File: src/rtl/id_ex_if.sv
// ID/EX pipeline bundle: decode-side inputs, forwarding sources and EX-side outputs.
interface id_ex_if;
  logic        in_valid;
  logic [31:0] in_rd1;
  logic [31:0] in_rd2;
  logic [31:0] in_imm;
  logic [4:0]  in_rs1;
  logic [4:0]  in_rs2;
  logic [4:0]  in_rd;
  logic [3:0]  in_aluControl;
  logic        in_aluSrc;
  logic        in_regWrite;
  logic        in_memRead;
  logic        stall;
  logic        flush;
  logic [4:0]  exmem_rd;
  logic        exmem_regWrite;
  logic [31:0] exmem_result;
  logic [4:0]  memwb_rd;
  logic        memwb_regWrite;
  logic [31:0] memwb_result;
  logic [31:0] srcA;
  logic [31:0] srcB;
  logic [3:0]  aluControl;
  logic [4:0]  ex_rd;
  logic        ex_regWrite;
  logic        ex_memRead;
  logic        ex_valid;
  logic [31:0] ex_storeData;
  logic        load_use_stall;

  modport master (
    output in_valid, in_rd1, in_rd2, in_imm, in_rs1, in_rs2, in_rd,
           in_aluControl, in_aluSrc, in_regWrite, in_memRead, stall, flush,
           exmem_rd, exmem_regWrite, exmem_result,
           memwb_rd, memwb_regWrite, memwb_result,
    input  srcA, srcB, aluControl, ex_rd, ex_regWrite, ex_memRead, ex_valid,
           ex_storeData, load_use_stall
  );

  modport slave (
    input  in_valid, in_rd1, in_rd2, in_imm, in_rs1, in_rs2, in_rd,
           in_aluControl, in_aluSrc, in_regWrite, in_memRead, stall, flush,
           exmem_rd, exmem_regWrite, exmem_result,
           memwb_rd, memwb_regWrite, memwb_result,
    output srcA, srcB, aluControl, ex_rd, ex_regWrite, ex_memRead, ex_valid,
           ex_storeData, load_use_stall
  );
endinterface

File: src/rtl/id_ex_stage.sv
// ID/EX pipeline register with load-use hazard detection and operand forwarding.
// Forwarding from EX/MEM and MEM/WB is built only when ID_EX_FWD_EN is defined.
module id_ex_stage (
  input  logic    clk,
  input  logic    rst_n,
  id_ex_if.slave  bus
);

  logic        r_valid;
  logic        r_regWrite;
  logic        r_memRead;
  logic        r_aluSrc;
  logic [3:0]  r_alu;
  logic [4:0]  r_rd;
  logic [31:0] r_imm;
  logic [4:0]  r_rs   [2];
  logic [31:0] r_rdat [2];
  logic [31:0] w_fwd  [2];
  logic        w_load_use;

  // A load in EX whose result is needed by the instruction in decode cannot be forwarded in time.
  assign w_load_use = r_valid && r_memRead && (r_rd != 5'd0) && bus.in_valid &&
                      ((r_rd == bus.in_rs1) || (r_rd == bus.in_rs2));

  always_ff @(posedge clk or negedge rst_n) begin
    if (!rst_n) begin
      r_valid    <= 1'b0;
      r_regWrite <= 1'b0;
      r_memRead  <= 1'b0;
      r_aluSrc   <= 1'b0;
      r_alu      <= 4'd0;
      r_rd       <= 5'd0;
      r_imm      <= 32'd0;
      r_rs[0]    <= 5'd0;
      r_rs[1]    <= 5'd0;
      r_rdat[0]  <= 32'd0;
      r_rdat[1]  <= 32'd0;
    end else if (bus.flush || (!bus.stall && w_load_use)) begin
      // Squash or bubble: only the control bits matter, data fields keep their old value.
      r_valid    <= 1'b0;
      r_regWrite <= 1'b0;
      r_memRead  <= 1'b0;
    end else if (!bus.stall) begin
      r_valid    <= bus.in_valid;
      r_regWrite <= bus.in_valid & bus.in_regWrite;
      r_memRead  <= bus.in_valid & bus.in_memRead;
      r_aluSrc   <= bus.in_aluSrc;
      r_alu      <= bus.in_aluControl;
      r_rd       <= bus.in_rd;
      r_imm      <= bus.in_imm;
      r_rs[0]    <= bus.in_rs1;
      r_rs[1]    <= bus.in_rs2;
      r_rdat[0]  <= bus.in_rd1;
      r_rdat[1]  <= bus.in_rd2;
    end
  end

  genvar gi;
  generate
    for (gi = 0; gi < 2; gi++) begin : g_fwd
`ifdef ID_EX_FWD_EN
      // EX/MEM is the younger producer, so it wins over MEM/WB; x0 never forwards.
      always_comb begin
        w_fwd[gi] = r_rdat[gi];
        if (bus.exmem_regWrite && (bus.exmem_rd != 5'd0) && (bus.exmem_rd == r_rs[gi]))
          w_fwd[gi] = bus.exmem_result;
        else if (bus.memwb_regWrite && (bus.memwb_rd != 5'd0) && (bus.memwb_rd == r_rs[gi]))
          w_fwd[gi] = bus.memwb_result;
      end
`else
      assign w_fwd[gi] = r_rdat[gi];
`endif
    end
  endgenerate

`ifndef ID_EX_FWD_EN
  logic w_unused_fwd;
  assign w_unused_fwd = ^{bus.exmem_rd, bus.exmem_regWrite, bus.exmem_result,
                          bus.memwb_rd, bus.memwb_regWrite, bus.memwb_result,
                          r_rs[0], r_rs[1]};
`endif

  assign bus.srcA           = w_fwd[0];
  assign bus.srcB           = r_aluSrc ? r_imm : w_fwd[1];
  assign bus.ex_storeData   = w_fwd[1];
  assign bus.aluControl     = r_alu;
  assign bus.ex_rd          = r_rd;
  assign bus.ex_regWrite    = r_regWrite;
  assign bus.ex_memRead     = r_memRead;
  assign bus.ex_valid       = r_valid;
  assign bus.load_use_stall = w_load_use;

endmodule

File: src/flat_wrapper.sv
// flat-port wrapper written by rule: the top's interface ports become plain ports
module id_ex_stage_flat 
  (clk, rst_n, bus_in_valid, bus_in_rd1, bus_in_rd2, bus_in_imm, bus_in_rs1, bus_in_rs2, bus_in_rd, bus_in_aluControl, bus_in_aluSrc, bus_in_regWrite, bus_in_memRead, bus_stall, bus_flush, bus_exmem_rd, bus_exmem_regWrite, bus_exmem_result, bus_memwb_rd, bus_memwb_regWrite, bus_memwb_result, bus_srcA, bus_srcB, bus_aluControl, bus_ex_rd, bus_ex_regWrite, bus_ex_memRead, bus_ex_valid, bus_ex_storeData, bus_load_use_stall);
  id_ex_if bus_i ();
  input  logic clk;
  input  logic rst_n;
  input wire logic [$bits(bus_i.in_valid)-1:0] bus_in_valid;
  input wire logic [$bits(bus_i.in_rd1)-1:0] bus_in_rd1;
  input wire logic [$bits(bus_i.in_rd2)-1:0] bus_in_rd2;
  input wire logic [$bits(bus_i.in_imm)-1:0] bus_in_imm;
  input wire logic [$bits(bus_i.in_rs1)-1:0] bus_in_rs1;
  input wire logic [$bits(bus_i.in_rs2)-1:0] bus_in_rs2;
  input wire logic [$bits(bus_i.in_rd)-1:0] bus_in_rd;
  input wire logic [$bits(bus_i.in_aluControl)-1:0] bus_in_aluControl;
  input wire logic [$bits(bus_i.in_aluSrc)-1:0] bus_in_aluSrc;
  input wire logic [$bits(bus_i.in_regWrite)-1:0] bus_in_regWrite;
  input wire logic [$bits(bus_i.in_memRead)-1:0] bus_in_memRead;
  input wire logic [$bits(bus_i.stall)-1:0] bus_stall;
  input wire logic [$bits(bus_i.flush)-1:0] bus_flush;
  input wire logic [$bits(bus_i.exmem_rd)-1:0] bus_exmem_rd;
  input wire logic [$bits(bus_i.exmem_regWrite)-1:0] bus_exmem_regWrite;
  input wire logic [$bits(bus_i.exmem_result)-1:0] bus_exmem_result;
  input wire logic [$bits(bus_i.memwb_rd)-1:0] bus_memwb_rd;
  input wire logic [$bits(bus_i.memwb_regWrite)-1:0] bus_memwb_regWrite;
  input wire logic [$bits(bus_i.memwb_result)-1:0] bus_memwb_result;
  output wire logic [$bits(bus_i.srcA)-1:0] bus_srcA;
  output wire logic [$bits(bus_i.srcB)-1:0] bus_srcB;
  output wire logic [$bits(bus_i.aluControl)-1:0] bus_aluControl;
  output wire logic [$bits(bus_i.ex_rd)-1:0] bus_ex_rd;
  output wire logic [$bits(bus_i.ex_regWrite)-1:0] bus_ex_regWrite;
  output wire logic [$bits(bus_i.ex_memRead)-1:0] bus_ex_memRead;
  output wire logic [$bits(bus_i.ex_valid)-1:0] bus_ex_valid;
  output wire logic [$bits(bus_i.ex_storeData)-1:0] bus_ex_storeData;
  output wire logic [$bits(bus_i.load_use_stall)-1:0] bus_load_use_stall;
  assign bus_i.in_valid = bus_in_valid;
  assign bus_i.in_rd1 = bus_in_rd1;
  assign bus_i.in_rd2 = bus_in_rd2;
  assign bus_i.in_imm = bus_in_imm;
  assign bus_i.in_rs1 = bus_in_rs1;
  assign bus_i.in_rs2 = bus_in_rs2;
  assign bus_i.in_rd = bus_in_rd;
  assign bus_i.in_aluControl = bus_in_aluControl;
  assign bus_i.in_aluSrc = bus_in_aluSrc;
  assign bus_i.in_regWrite = bus_in_regWrite;
  assign bus_i.in_memRead = bus_in_memRead;
  assign bus_i.stall = bus_stall;
  assign bus_i.flush = bus_flush;
  assign bus_i.exmem_rd = bus_exmem_rd;
  assign bus_i.exmem_regWrite = bus_exmem_regWrite;
  assign bus_i.exmem_result = bus_exmem_result;
  assign bus_i.memwb_rd = bus_memwb_rd;
  assign bus_i.memwb_regWrite = bus_memwb_regWrite;
  assign bus_i.memwb_result = bus_memwb_result;
  assign bus_srcA = bus_i.srcA;
  assign bus_srcB = bus_i.srcB;
  assign bus_aluControl = bus_i.aluControl;
  assign bus_ex_rd = bus_i.ex_rd;
  assign bus_ex_regWrite = bus_i.ex_regWrite;
  assign bus_ex_memRead = bus_i.ex_memRead;
  assign bus_ex_valid = bus_i.ex_valid;
  assign bus_ex_storeData = bus_i.ex_storeData;
  assign bus_load_use_stall = bus_i.load_use_stall;
  id_ex_stage u_core (.clk(clk), .rst_n(rst_n), .bus(bus_i));
endmodule
File: config.mk
export PLATFORM = sky130hd
export DESIGN_NAME = id_ex_stage_flat
export DESIGN_NICKNAME = d
export VERILOG_FILES = /design/src/rtl/id_ex_if.sv /design/src/rtl/id_ex_stage.sv /design/src/flat_wrapper.sv
export SDC_FILE = /design/constraint.sdc
export NUM_CORES = 1
export LEC_CHECK = 0
export ABC_AREA = 1
export BUFFER_PORTS_ARGS = -buffer_cell sky130_fd_sc_hd__buf_4
export CORE_AREA = 2 2 121 123
export CTS_CLUSTER_DIAMETER = 40
export DETAILED_ROUTE_END_ITERATION = 8
export DIE_AREA = 0 0 123 125
export PLACE_DENSITY = 0.66
export SLEW_MARGIN = 25
export SYNTH_ARGS = -nofsm -noshare
export SYNTH_HDL_FRONTEND = slang
export SYNTH_SLANG_ARGS = --single-unit
export TNS_END_PERCENT = 100
File: constraint.sdc
create_clock -name clk -period 1.7 [get_ports clk]
set_clock_uncertainty 0.05 [all_clocks]
set_input_delay 0.34 -clock clk [delete_from_list [all_inputs] [get_ports clk]]
set_output_delay 0.34 -clock clk [all_outputs]
set_load 0.02 [all_outputs]
Word-level counts from Yosys, hierarchy flattened
Index checks and enable logic that the tools add are counted.
Cells by class
  reduce and logical (&&, ||, !) cells: 10
  bitwise logic cells: 4
  multiplexer cells: 7
  eq/ne operators: 3
Operator list (number)
  32-bit two-way mux: 1
  5-bit equality test: 2
  1-bit two-way mux: 6
  1-bit logical AND: 5
  5-bit nonzero test: 1
  1-bit bitwise AND: 2
  1-bit logical OR: 2
  2-bit by 1-bit inequality test with 1-bit output, second input constant: 1
  1-bit NOT: 2
  2-bit AND reduction: 1
  1-bit zero test: 1
Word-level totals
  bits in registers: 109
  output and inout bits: 109

Depth between registers and ports, before layout
Gate-level depths: netlist of run 1.
  depth in word-level cells: 8
  depth in mapped cells: 12

Worst setup path after synthesis of run 1
OpenSTA, ideal clock, no wires.
  path type: register to output
  start point: register u_core.r_rd[4] (netlist: u_core.bus.ex_rd[4])
  end point: output bus_load_use_stall
  path slack: -100 ps
  arrival time: 1410 ps
  path buffers: 2
  cell stages (with the launch flop): 11
  cell sequence: dfrtp_1 -> inv_2 -> nand2_1 -> nand2_1 -> nor2_1 -> nand3_1 -> nand2_1 -> nand2_1 -> buf_4 -> buf_2 -> inv_1
Between the ends
  longest elaborated chain between the ends: 4
Ends and longest elaborated chain
  start: declaration: line id_ex_stage.sv:14  | logic [4:0] r_rd;
  start signal: assignment: line id_ex_stage.sv:49  | r_rd <= bus.in_rd;
  5-bit nonzero test: line id_ex_stage.sv:22  | assign w_load_use = r_valid && r_memRead && (r_rd != 5'd0) && bus.in_valid &&
  1-bit logical AND (2 in a row): line id_ex_stage.sv:22
  1-bit logical AND *: line id_ex_stage.sv:22
  end: declaration: line flat_wrapper.sv:34  | output wire logic [$bits(bus_i.load_use_stall)-1:0] bus_load_use_stall;
Every way passes the cells marked *; elsewhere a longest branch is shown, timed or not.

Worst setup path after layout of run 1
  start point: register u_core.r_aluSrc
  end point: output bus_srcB[14]
Between the ends
  longest elaborated chain between the ends: 1
Ends and longest elaborated chain
  start: declaration: line id_ex_stage.sv:12  | logic r_aluSrc;
  start signal: assignment: line id_ex_stage.sv:47  | r_aluSrc <= bus.in_aluSrc;
  32-bit two-way mux: line id_ex_stage.sv:84  | assign bus.srcB = r_aluSrc ? r_imm : w_fwd[1];
  end: declaration: line flat_wrapper.sv:27  | output wire logic [$bits(bus_i.srcB)-1:0] bus_srcB;
Every way passes these cells.

==> summary.md, run 1 <==
| Metric | Value |
|---|---|
| Status | complete, but fails checks |
| Failing checks | negative setup slack |
| R2R Path End | u_core.bus.srcA[15] |
| H-tree depth | 3 |
| Post-Place Worst Slack | -0.007638 ns |
| Min cycle time layout | 1.911 ns |
| ANT nets after route | 0 |
| Die height | 125 um |
| Clk slew on worst S/H paths | 0.07 ns |
| Avg Synthesized Cell Area | 8.804 um2 |
| Die area | 0.01538 mm2 |
| CTS buffer count | 9 |
| GRT Util Overall | 23.47% |
| Worst Setup End Kind | output pin |
| Worst Max-Slew Pin Slew | 0.6359 ns |
| Slew margin rel. | 57.61% |
| Std-Cell Rows | 44 |
| Vias in the first global route | 5387 |
| R2R setup slack | -0.18 ns |
| Drt total wl | 18.34 mm |
| Period utilization | 112.4% |
| Max VDD drop | 0.5296 mV |
| Hold/Removal Path Class | in -> reg |
| Antenna diodes | 0 |
| Power Total | 7.866 mW |
| Area growth, synth to finish | 67.79% |
| # clock sinks | 109 |
| Fill count | 1217 |
| Setup crit end | bus_srcB[14] |
| TritonRoute pass-1 iters | 5 |
| Critical path type | reg -> out |
| First-pass GRT wire length | 28.43 mm |
| Vias | 5246 |
| Worst EP arrival | 1.52 ns |
| Drt drc | 0 |
| Layout cell share with drive strength beyond 1 | 51.95% |
| Flops & latches, synth | 109 |
| Dpl cell area | 0.007027 mm2 |
| CTS tree | yes |
| RSZ-0062 raised after global routing | true |
| Fmax | 523.4 MHz |
| Cell leakage power | 4.542 nW |
| Worst skew pair latency | 0.34 ns |
| Starting density of the core | 35.83% |
| Final HPWL from detailed placement | 10.38 mm |
| R2R depth | 14 |
| Starting DRC count in detailed routing | 257 |
| Netlist Area Pre-Place | 0.005089 mm2 |
| Post-route insts no fill | 1004 |
| Seq/Total Area, Yosys | 53.60% |
| I/O pins | 308 |
| Fin. Hold Viols | 0 |
| Nets | 1014 |
| Initial antenna violation count | 0 |
| Inst Count DP | 956 |
| Remaining global-route overflow | 0 |
| Routed wire per std cell | 18.26 um |
| WHS | 0.1883 ns |
| Largest net degree at the start of global routing | 110 |
| Unique cell type count in the Yosys netlist | 15 |
| Mapped Nets | 777 |
| Worst-path fanout max | 15 |
| Required @ worst endpoint | 1.31 ns |
| CTS Root Cell | clkbuf_16 |
| Post-route cell area | 0.008538 mm2 |
| Max-slew violations | 0 |
| Hold path start | bus_in_rd1[11] |
| Critical path origin | u_core.r_aluSrc |
| Cell Pwr Density | 921.2 mW/mm2 |
| Placeable core area | 0.01420 mm2 |
| Vias per inst | 5.225 |
| Yosys Warn Count | 0 |
| PortBufs | 231 |
| MaxCap Viol Count | 0 |
| Chip width | 123 um |
| CTS Buffer Depth | 2 |
| R2R Path Start | u_core.bus.ex_rd[0] |
| Routability Congestion | 0.7957 |
| Endpoints failing setup | 142 |
| Crit path launch type | register |
| Cells after Synth | 578 |
| Final worst setup slack | -0.2105 ns |
[logic make-up (layout without fill, tap and decap cells)]
family,count (synthesis),in the layout,share of synthesized area [%]
muxes,32,32,7.081
DFF,109,109,53.60
buffers and inverters,69,311,6.344
xor gates and xnor gates,2,2,0.3443
and+or+nand+nor,366,366,32.63
[sequential cells by signal (all words and copies together) (netlist names)]
signal                   cells
u_core.bus.aluControl        4
u_core.bus.ex_memRead        1
u_core.bus.ex_rd             5
u_core.bus.ex_regWrite       1
u_core.bus.ex_storeData     32
u_core.bus.ex_valid          1
u_core.bus.srcA             32
u_core.r_aluSrc              1
u_core.r_imm                32
[routing by layer]
metal | global-route usage (%) | share of wire [%] | routed length, um
met5 | 0 | 0 | 0
met4 | 7.888 | 2.0 | 367
met3 | 4.881 | 6.8 | 1240
met2 | 37.89 | 50 | 9104
met1 | 31.34 | 42 | 7623
[what timing repair did]
| item | in CTS | in global routing |
|---|---|---|
| gates resized for setup | 104 | 114 |
| hold endpoints to repair | 61 | 0 |
| hold buffers | 1 | 0 |
| endpoints found under the setup margin | 95 | 142 |
| setup buffers | 18 | 4 |
| gates cloned | 16 | 2 |
| pin swaps | 25 | 18 |
[report_power, final]
part           leakage (nW)  internal [mW]  switching (mW)
clock network         0.139           1.12           0.927
logic                  3.06           1.32            1.28
registers              1.34           2.92           0.298
[critical path: stages (launching register included)]
cell and delay, ns:
dfrtp_2 0.45, buf_12 0.20, mux2_2 0.35, buf_4 0.16
[per-stage QoR]
stage	util, %	setup TNS (ns)
detailed placement	49.47	-0.01930
global route	60.11	-26.51
floorplan	-	0
finish	60.11	-13.91
CTS	58.07	-18.62
global placement	49.47	0
[cell type report]
class,count,area (um2),area share (%)
clock buffers,14,274.0,3.209
clock inverters,2,16.27,0.1905
inverters,18,70.07,0.8206
multi-input cells,400,2490,29.16
flip-flops and latches,109,2735,32.03
well taps,184,230.2,2.696
repair buffers,277,2723,31.89
[cells in the final DEF (no fill, tap or decap)]
master         instances
nand3_4                1
nor2_2                 1
inv_2                  4
dfrtp_2                6
buf_16                12
clkbuf_1               2
inv_1                 12
dfrtp_1              103
clkinv_2               2
mux2_2                 1
buf_4                205
nand4_1              111
buf_8                  3
nand3_1                2
clkinv_4               1
clkinvlp_4             1
nand2_2               70
xnor2_1                2
buf_6                 38
buf_12                16
clkbuf_16             11
nand2_4               20
mux2_4                31
nand2_1              152
nor2_1                 9
clkbuf_8               3
dlygate4sd3_1          1
[synthesized netlist by cell type]
master,n,area share [%]
nand2_1,242,18
nand4_1,111,14
dfrtp_1,109,54
mux2_2,32,7.1
clkbuf_1,22,1.6
buf_2,18,1.8
inv_1,15,1.1
nor2_1,10,0.74
buf_1,5,0.37
buf_6,5,1.1
inv_2,3,0.22
nand3_1,2,0.20
xnor2_1,2,0.34
buf_4,1,0.15
nand3_2,1,0.20
[how the worst min path moves through the flow]
stage | to | slack, ns | depth (start not counted)
floorplan | u_core.bus.aluControl[0] | -0.006 | 0
global placement | u_core.bus.ex_storeData[14] | 0.31 | 2
detailed placement | u_core.bus.srcA[8] | 0.32 | 2
CTS | u_core.bus.srcA[11] | 0.18 | 3
global route | u_core.bus.srcA[4] | 0.19 | 3
finish | u_core.bus.srcA[11] | 0.19 | 3
Note: power is estimated with default switching activity, not from simulation.
==> run 2: changes to the inputs <==
SKIP_LAST_GASP = 1   (was unset)
==> run 2 against run 1 <==
Compared with the run above: the flow still finishes with violations (negative setup slack); combinational power decreased by 6%; wire length is 0.16% lower; global-route usage shrank 0.22 points; critical path type unchanged.
==> summary.md, run 2 (same netlist as run 1, synthesis figures left out) <==
| Metric | Value |
|---|---|
| R2R Path End | u_core.bus.srcA[24] |
| Final Core Density | 58.84% (-1.3 points) |
| Cell leakage power | 4.452 nW (-2.0%) |
| Worst-path fanout max | 15 (unchanged) |
| Drt total wl | 18.31 mm (-0.16%) |
| Post-route cell area | 0.008357 mm2 (-2.1%) |
| Critical path type | reg -> out |
| Starting DRC count in detailed routing | 246 (-4.3%) |
| Status | complete, but fails checks |
| Vias in the first global route | 5369 (-0.33%) |
| Post-Place Worst Slack | -0.007638 ns (unchanged) |
| Routed wire per std cell | 18.21 um (-0.26%) |
| Dpl cell area | 0.007027 mm2 (unchanged) |
| Failing checks | negative setup slack |
| Most common cell after layout, fill and taps aside | buf_4 |
| Power Total | 7.717 mW (-1.9%) |
| Slew margin rel. | 57.37% (-0.24 points) |
| Layout cell share with drive strength beyond 1 | 50.55% (-1.4 points) |
| Chip width | 123 um (unchanged) |
| Placeable core area | 0.01420 mm2 (unchanged) |
| Routability Congestion | 0.7957 (unchanged) |
| CTS Root Cell | clkbuf_16 |
| Worst EP arrival | 1.52 ns (about the same) |
| Setup crit end | bus_srcB[15] |
| Post-route insts no fill | 1005 (+0.10%) |
| Nets | 1015 (+0.099%) |
| ANT nets after route | 0 (unchanged) |
| Area growth, synth to finish | 64.22% |
| Std-Cell Rows | 44 (unchanged) |
| Fin. Hold Viols | 0 (unchanged) |
| Crit path launch type | register |
| # clock sinks | 109 (unchanged) |
| Worst Setup End Kind | output pin |
| PortBufs | 231 (unchanged) |
| Period utilization | 112.5% (+0.15 points) |
| Remaining global-route overflow | 0 (unchanged) |
| First-pass GRT wire length | 28.12 mm (-1.1%) |
| Drt drc | 0 (unchanged) |
| Initial antenna violation count | 0 (unchanged) |
| Starting density of the core | 35.83% (unchanged) |
| RSZ-0062 raised after global routing | true |
| Fmax | 522.7 MHz (-0.13%) |
| GRT Util Overall | 23.25% (-0.22 points) |
| TNS Setup | -15.09 ns (-1.177 ns) |
| Min cycle time layout | 1.913 ns (+0.002523 ns) |
| H-tree depth | 3 (unchanged) |
| Die height | 125 um (unchanged) |
| Max VDD drop | 0.5363 mV (+1.3%) |
| Vias per inst | 5.238 (+0.24%) |
| Final HPWL from detailed placement | 10.38 mm (unchanged) |
| R2R Path Start | u_core.bus.ex_rd[0] |
| R2R depth | 14 (unchanged) |
| CTS Buffer Depth | 2 (unchanged) |
| Worst skew pair latency | 0.34 ns (about the same) |
| Required @ worst endpoint | 1.31 ns (about the same) |
| Clk slew on worst S/H paths | 0.07 ns (about the same) |
| WHS | 0.1832 ns (-0.005052 ns) |
| Endpoints failing setup | 142 (unchanged) |
| Die area | 0.01538 mm2 (unchanged) |
| Max-slew violations | 0 (unchanged) |
| MaxCap Viol Count | 0 (unchanged) |
| Worst Max-Slew Pin Slew | 0.6395 ns (+0.003626 ns) |
| Hold path start | bus_in_rd1[11] |
| Largest net degree at the start of global routing | 110 (unchanged) |
| Antenna diodes | 0 (unchanged) |
| Final worst setup slack | -0.2131 ns (-0.002523 ns) |
| Critical path origin | u_core.r_aluSrc |
| CTS buffer count | 9 (unchanged) |
| Inst Count DP | 956 (unchanged) |
| CTS tree | yes |
| R2R setup slack | -0.18 ns (about the same) |
| TritonRoute pass-1 iters | 5 (unchanged) |
| I/O pins | 308 (unchanged) |
| Vias | 5264 (+0.34%) |
| Most frequent cells in the layout | 228 x buf_4, 164 x nand2_1, 111 x nand4_1, 103 x dfrtp_1, 53 x nand2_2 |
| Hold Path Stages | 3 (unchanged) |
| Cell Pwr Density | 923.5 mW/mm2 (+0.24%) |
| Hold/Removal Path Class | in -> reg |
[run 2: area by class of cell]
cell class | instances | area (um2)
Fill cell | 1237 | 5847
Inverter | 18 | 70.07
Tap cell | 184 | 230.2
Clock buffer | 14 | 274.0
Multi-Input combinational cell | 400 | 2399
Timing Repair Buffer | 278 | 2633
Clock inverter | 2 | 16.27
Sequential cell | 109 | 2735
[run 2: power breakdown]
group / total (mW) / switching [mW] / internal (mW) / leakage, nW
clock network: 2.06 / 0.944 / 1.12 / 0.139
logic: 2.45 / 1.25 / 1.20 / 2.97
registers: 3.21 / 0.292 / 2.91 / 1.34
total: 7.72 / 2.49 / 5.23 / 4.45
[run 2: layer usage]
layer | vias to the layer above | wire, um | part of all wire (%) | GRT usage [%]
li1 | 2445 | - | - | -
met1 | 2581 | 7656 | 42 | 30.94
met2 | 217 | 8991 | 49 | 37.57
met3 | 21 | 1339 | 7.3 | 4.927
met4 | 0 | 319 | 1.7 | 7.888
met5 | - | 0 | 0 | 0
[run 2: worst min path at each step]
stage	to	slack (ns)
floorplan	u_core.bus.aluControl[0]	-0.006
global placement	u_core.bus.ex_storeData[14]	0.31
detailed placement	u_core.bus.srcA[8]	0.32
CTS	u_core.bus.srcA[12]	0.18
global route	u_core.bus.srcA[4]	0.19
finish	u_core.bus.srcA[11]	0.18
[run 2: timing repair]
item,CTS,global route
hold endpoints to repair,61,0
gates cloned,16,3
setup endpoints to repair,95,142
hold buffers,1,0
pin swaps,16,19
setup buffers,18,5
gates resized for setup,67,96
[run 2: worst max-delay path, stage by stage (launching register included)]
cell and delay (ns):
dfrtp_2 0.47, buf_12 0.19, mux2_2 0.35, buf_4 0.16
==> run 3: changes to the inputs <==
ABC_AREA = unset   (was 1)
CORE_AREA = 2 2 118 120   (was 2 2 121 123)
DIE_AREA = 0 0 120 122   (was 0 0 123 125)
PLACE_DENSITY = 0.65   (was 0.66)
==> run 3 against run 2 <==
Compared with the run above: the flow still finishes with violations (negative setup slack); critical path depth up 3; die area down 4.8%; power up 0.84%; synthesized cell count down 49%; design area down 13%; non-clock buffer count down 19; highest routed layer unchanged.
==> summary.md, run 3 <==
| Metric | Value |
|---|---|
| Post-synth top cells | 109 x dfrtp_1, 98 x mux2_2, 40 x mux2_1 |
| I/O pins | 308 (unchanged) |
| Top-count cell post-synth | dfrtp_1 |
| Starting density of the core | 34.36% (-1.5 points) |
| P_int | 5.473 mW (+4.6%) |
| Mapped Nets | 491 (-37%) |
| Flops & latches, synth | 109 (unchanged) |
| Clk slew on worst S/H paths | 0.07 ns (about the same) |
| Endpoints failing setup | 142 (unchanged) |
| Starting DRC count in detailed routing | 111 (-55%) |
| ANT nets after route | 0 (unchanged) |
| Max VDD drop | 0.6057 mV (+13%) |
| Final HPWL from detailed placement | 8.497 mm (-18%) |
| Ys flop type | dfrtp_1 |
| Worst path slowest cell | or4_4 |
| Fill count | 1156 (-6.5%) |
| Worst Max-Slew Pin Slew | 0.3771 ns (-0.2624 ns) |
| Ys async rst share | 100.0% (unchanged) |
| Hold/Removal Path Class | in -> reg |
| Ranking of synthesized cells by area | dfrtp_1 59%, mux2_2 24%, mux2_1 9.7% |
| Seq pwr share | 41.2% (-0.4 points) |
| Nets | 745 (-27%) |
| Initial antenna violation count | 0 (unchanged) |
| Yosys Warn Count | 0 (unchanged) |
| Vias | 3381 (-36%) |
| Top cell type's share of synthesized area | 58.78% (+5.2 points) |
| Fin. Hold Viols | 0 (unchanged) |
| Netlist Area Pre-Place | 0.004641 mm2 (-8.8%) |
| Area growth, synth to finish | 57.45% |
| Final worst setup slack | -0.5104 ns (-0.2974 ns) |
| Most frequent cells in the layout | 240 x buf_4, 107 x dfrtp_1, 94 x mux2_2, 28 x mux2_1, 16 x mux2_4 |
| Most common cell after layout, fill and taps aside | buf_4 |
| NetSw | 2.309 mW (-7.1%) |
| Die area | 0.01464 mm2 (-4.8%) |
| # clock sinks | 109 (unchanged) |
| Worst skew pair latency | 0.34 ns (about the same) |
| Power Total | 7.782 mW (+0.84%) |
| Cell leakage power | 3.446 nW (-23%) |
| Crit path launch type | register |
| First-pass GRT wire length | 17.86 mm (-36%) |
| Routability Congestion | 0.7799 (-2.0%) |
| Post-Place Worst Slack | -0.4578 ns (-0.4501 ns) |
| Min cycle time layout | 2.210 ns (+0.2974 ns) |
| Drt total wl | 12.65 mm (-31%) |
| PortBufs | 231 (unchanged) |
| Period utilization | 130.0% (+17 points) |
| Drt drc | 0 (unchanged) |
| Failing checks | negative setup slack |
| CTS Root Cell | clkbuf_16 |
| Status | complete, but fails checks |
| Avg Synthesized Cell Area | 15.89 um2 (+81%) |
| Chip width | 120 um (-2.4%) |
| Max-slew violations | 0 (unchanged) |
| Vias per inst | 4.638 (-11%) |
| Worst Setup End Kind | register |
| Vias in the first global route | 3562 (-34%) |
| Sw Share | 29.67% (-2.5 points) |
| Cells after Synth | 292 (-49%) |
| CTS Buffer Depth | 2 (unchanged) |
| Worst-path fanout max | 12 (-3) |
| Unique cell type count in the Yosys netlist | 19 (+4) |
| Most common cell on crit path | buf_12 |
| Largest net degree at the start of global routing | 50 (-55%) |
| Placeable core area | 0.01350 mm2 (-4.9%) |
| Required @ worst endpoint | 1.87 ns (+0.56 ns) |
| Post-synth EDFFs | 0 (unchanged) |
| Antenna diodes | 0 (unchanged) |
| CTS tree | yes |
| Layout cell share with drive strength beyond 1 | 71.22% (+21 points) |
| Synth area leader | dfrtp_1 |
| TritonRoute pass-1 iters | 4 (-1) |
| Seq/Total Area, Yosys | 58.78% (+5.2 points) |
| Slew margin rel. | 74.86% (+17 points) |
| MaxCap Viol Count | 0 (unchanged) |
| Routed wire per std cell | 17.36 um (-4.7%) |
| GRT Util Overall | 15.65% (-7.6 points) |
| Std-Cell Rows | 43 (-2.3%) |
| RSZ-0062 raised after global routing | true |
| Clock Power Share | 26.8% (about the same) |
| CTS buffer count | 9 (unchanged) |
| Logic pwr share | 32.0% (+0.3 points) |
| Fmax | 452.4 MHz (-13%) |
| R2R setup slack | -0.51 ns (-0.33 ns) |
| WHS | 0.1579 ns (-0.02532 ns) |
| Cell Pwr Density | 1065 mW/mm2 (+15%) |
| Die height | 122 um (-2.4%) |
| H-tree depth | 3 (unchanged) |
| TNS Setup | -56.51 ns (-41.42 ns) |
| Worst EP arrival | 2.38 ns (+0.86 ns) |
| Peak per-stage delay on the critical path | 0.55 ns (+0.08 ns) |
| Remaining global-route overflow | 0 (unchanged) |
| CP Cell Sequence | or4_4 > o2111ai_4 > o21a_4 > buf_12 > buf_12 > mux2_1 |
| Critical path type | reg -> reg |
==> run 3: final timing paths <==
check	startpoint	end	cells after the start
worst max register to register	u_core.bus.ex_rd[2]	u_core.bus.srcA[27]	6
max in group asynchronous	rst_n	u_core.r_imm[21]	3
min in group asynchronous	rst_n	u_core.bus.srcA[1]	2
worst min register to register	u_core.bus.srcA[20]	u_core.bus.srcA[20]	1
worst max-delay path	u_core.bus.ex_rd[2]	u_core.bus.srcA[27]	6
worst min-delay path	bus_in_rd2[2]	u_core.bus.ex_storeData[2]	2
==> run 3: critical path: cells and delay by family, from the launching register on <==
family | cells | cell delay, ns
AO/OA/AOI/OAI | 2 | 0.45
buffers and inverters | 2 | 0.31
flip-flops | 1 | 0.40
multiplexers | 1 | 0.33
AND/OR/NAND/NOR | 1 | 0.55
==> run 3: layout make-up <==
class	instances	area (um2)	share of cell area [%]
sequential	109	2730	37.36
clock inverter	3	46.29	0.6336
clock buffer	11	242.7	3.322
timing repair buffer	259	2176	29.78
multi-input combinational	165	1879	25.72
inverter	2	7.507	0.1027
tap	180	225.2	3.082
==> run 3: kinds of logic after synthesis <==
| kind of cell | count (synthesis) | share of synthesized area (%) |
|---|---|---|
| multiplexers | 138 | 33.49 |
| flip-flops | 109 | 58.78 |
| buffers and inverters | 18 | 3.343 |
| AND/OR/NAND/NOR | 11 | 1.321 |
| XOR/XNOR | 10 | 1.887 |
| AO/OA/AOI/OAI | 6 | 1.186 |
==> run 3: per-stage QoR <==
stage | instances | instance area (um2) | utilization [%]
finish | 729 | 7307 | 54.11
global route | 729 | 7307 | 54.11
CTS | 718 | 6972 | 51.63
detailed placement | 702 | 6650 | 49.24
global placement | 702 | 6650 | 49.24
floorplan | 292 | 4647 | -
==> run 3: what timing repair did <==
| action | in CTS | in global routing |
|---|---|---|
| endpoints found under the setup margin | 142 | 142 |
| gates cloned | 0 | 9 |
| gates resized for setup | 3 | 29 |
| hold buffers | 1 | 0 |
| endpoints found under the hold margin | 22 | 0 |
| buffers inserted | 1 | 2 |
| pin swaps | 1 | 3 |
==> run 3: routing by layer <==
metal  wire [um]  part of all wire, %  vias to the layer above  track usage (%)
met3         977                  7.7                       13            5.056
met2        6358                   50                      144            26.63
met4         191                  1.5                        0            6.029
met5           0                    0                        -                0
met1        5124                   40                     1675            18.45
li1            -                    -                     1549                -
==> run 3: power by group through the flow <==
stage               Clock (mW)  Combinational [mW]  Sequential (mW)
finish                    2.08                2.49             3.21
global route              2.27                2.65             3.26
CTS                       2.16                2.38             3.20
detailed placement           0                2.37             3.25
global placement             0                2.34             3.23
floorplan                    0               0.912             3.53
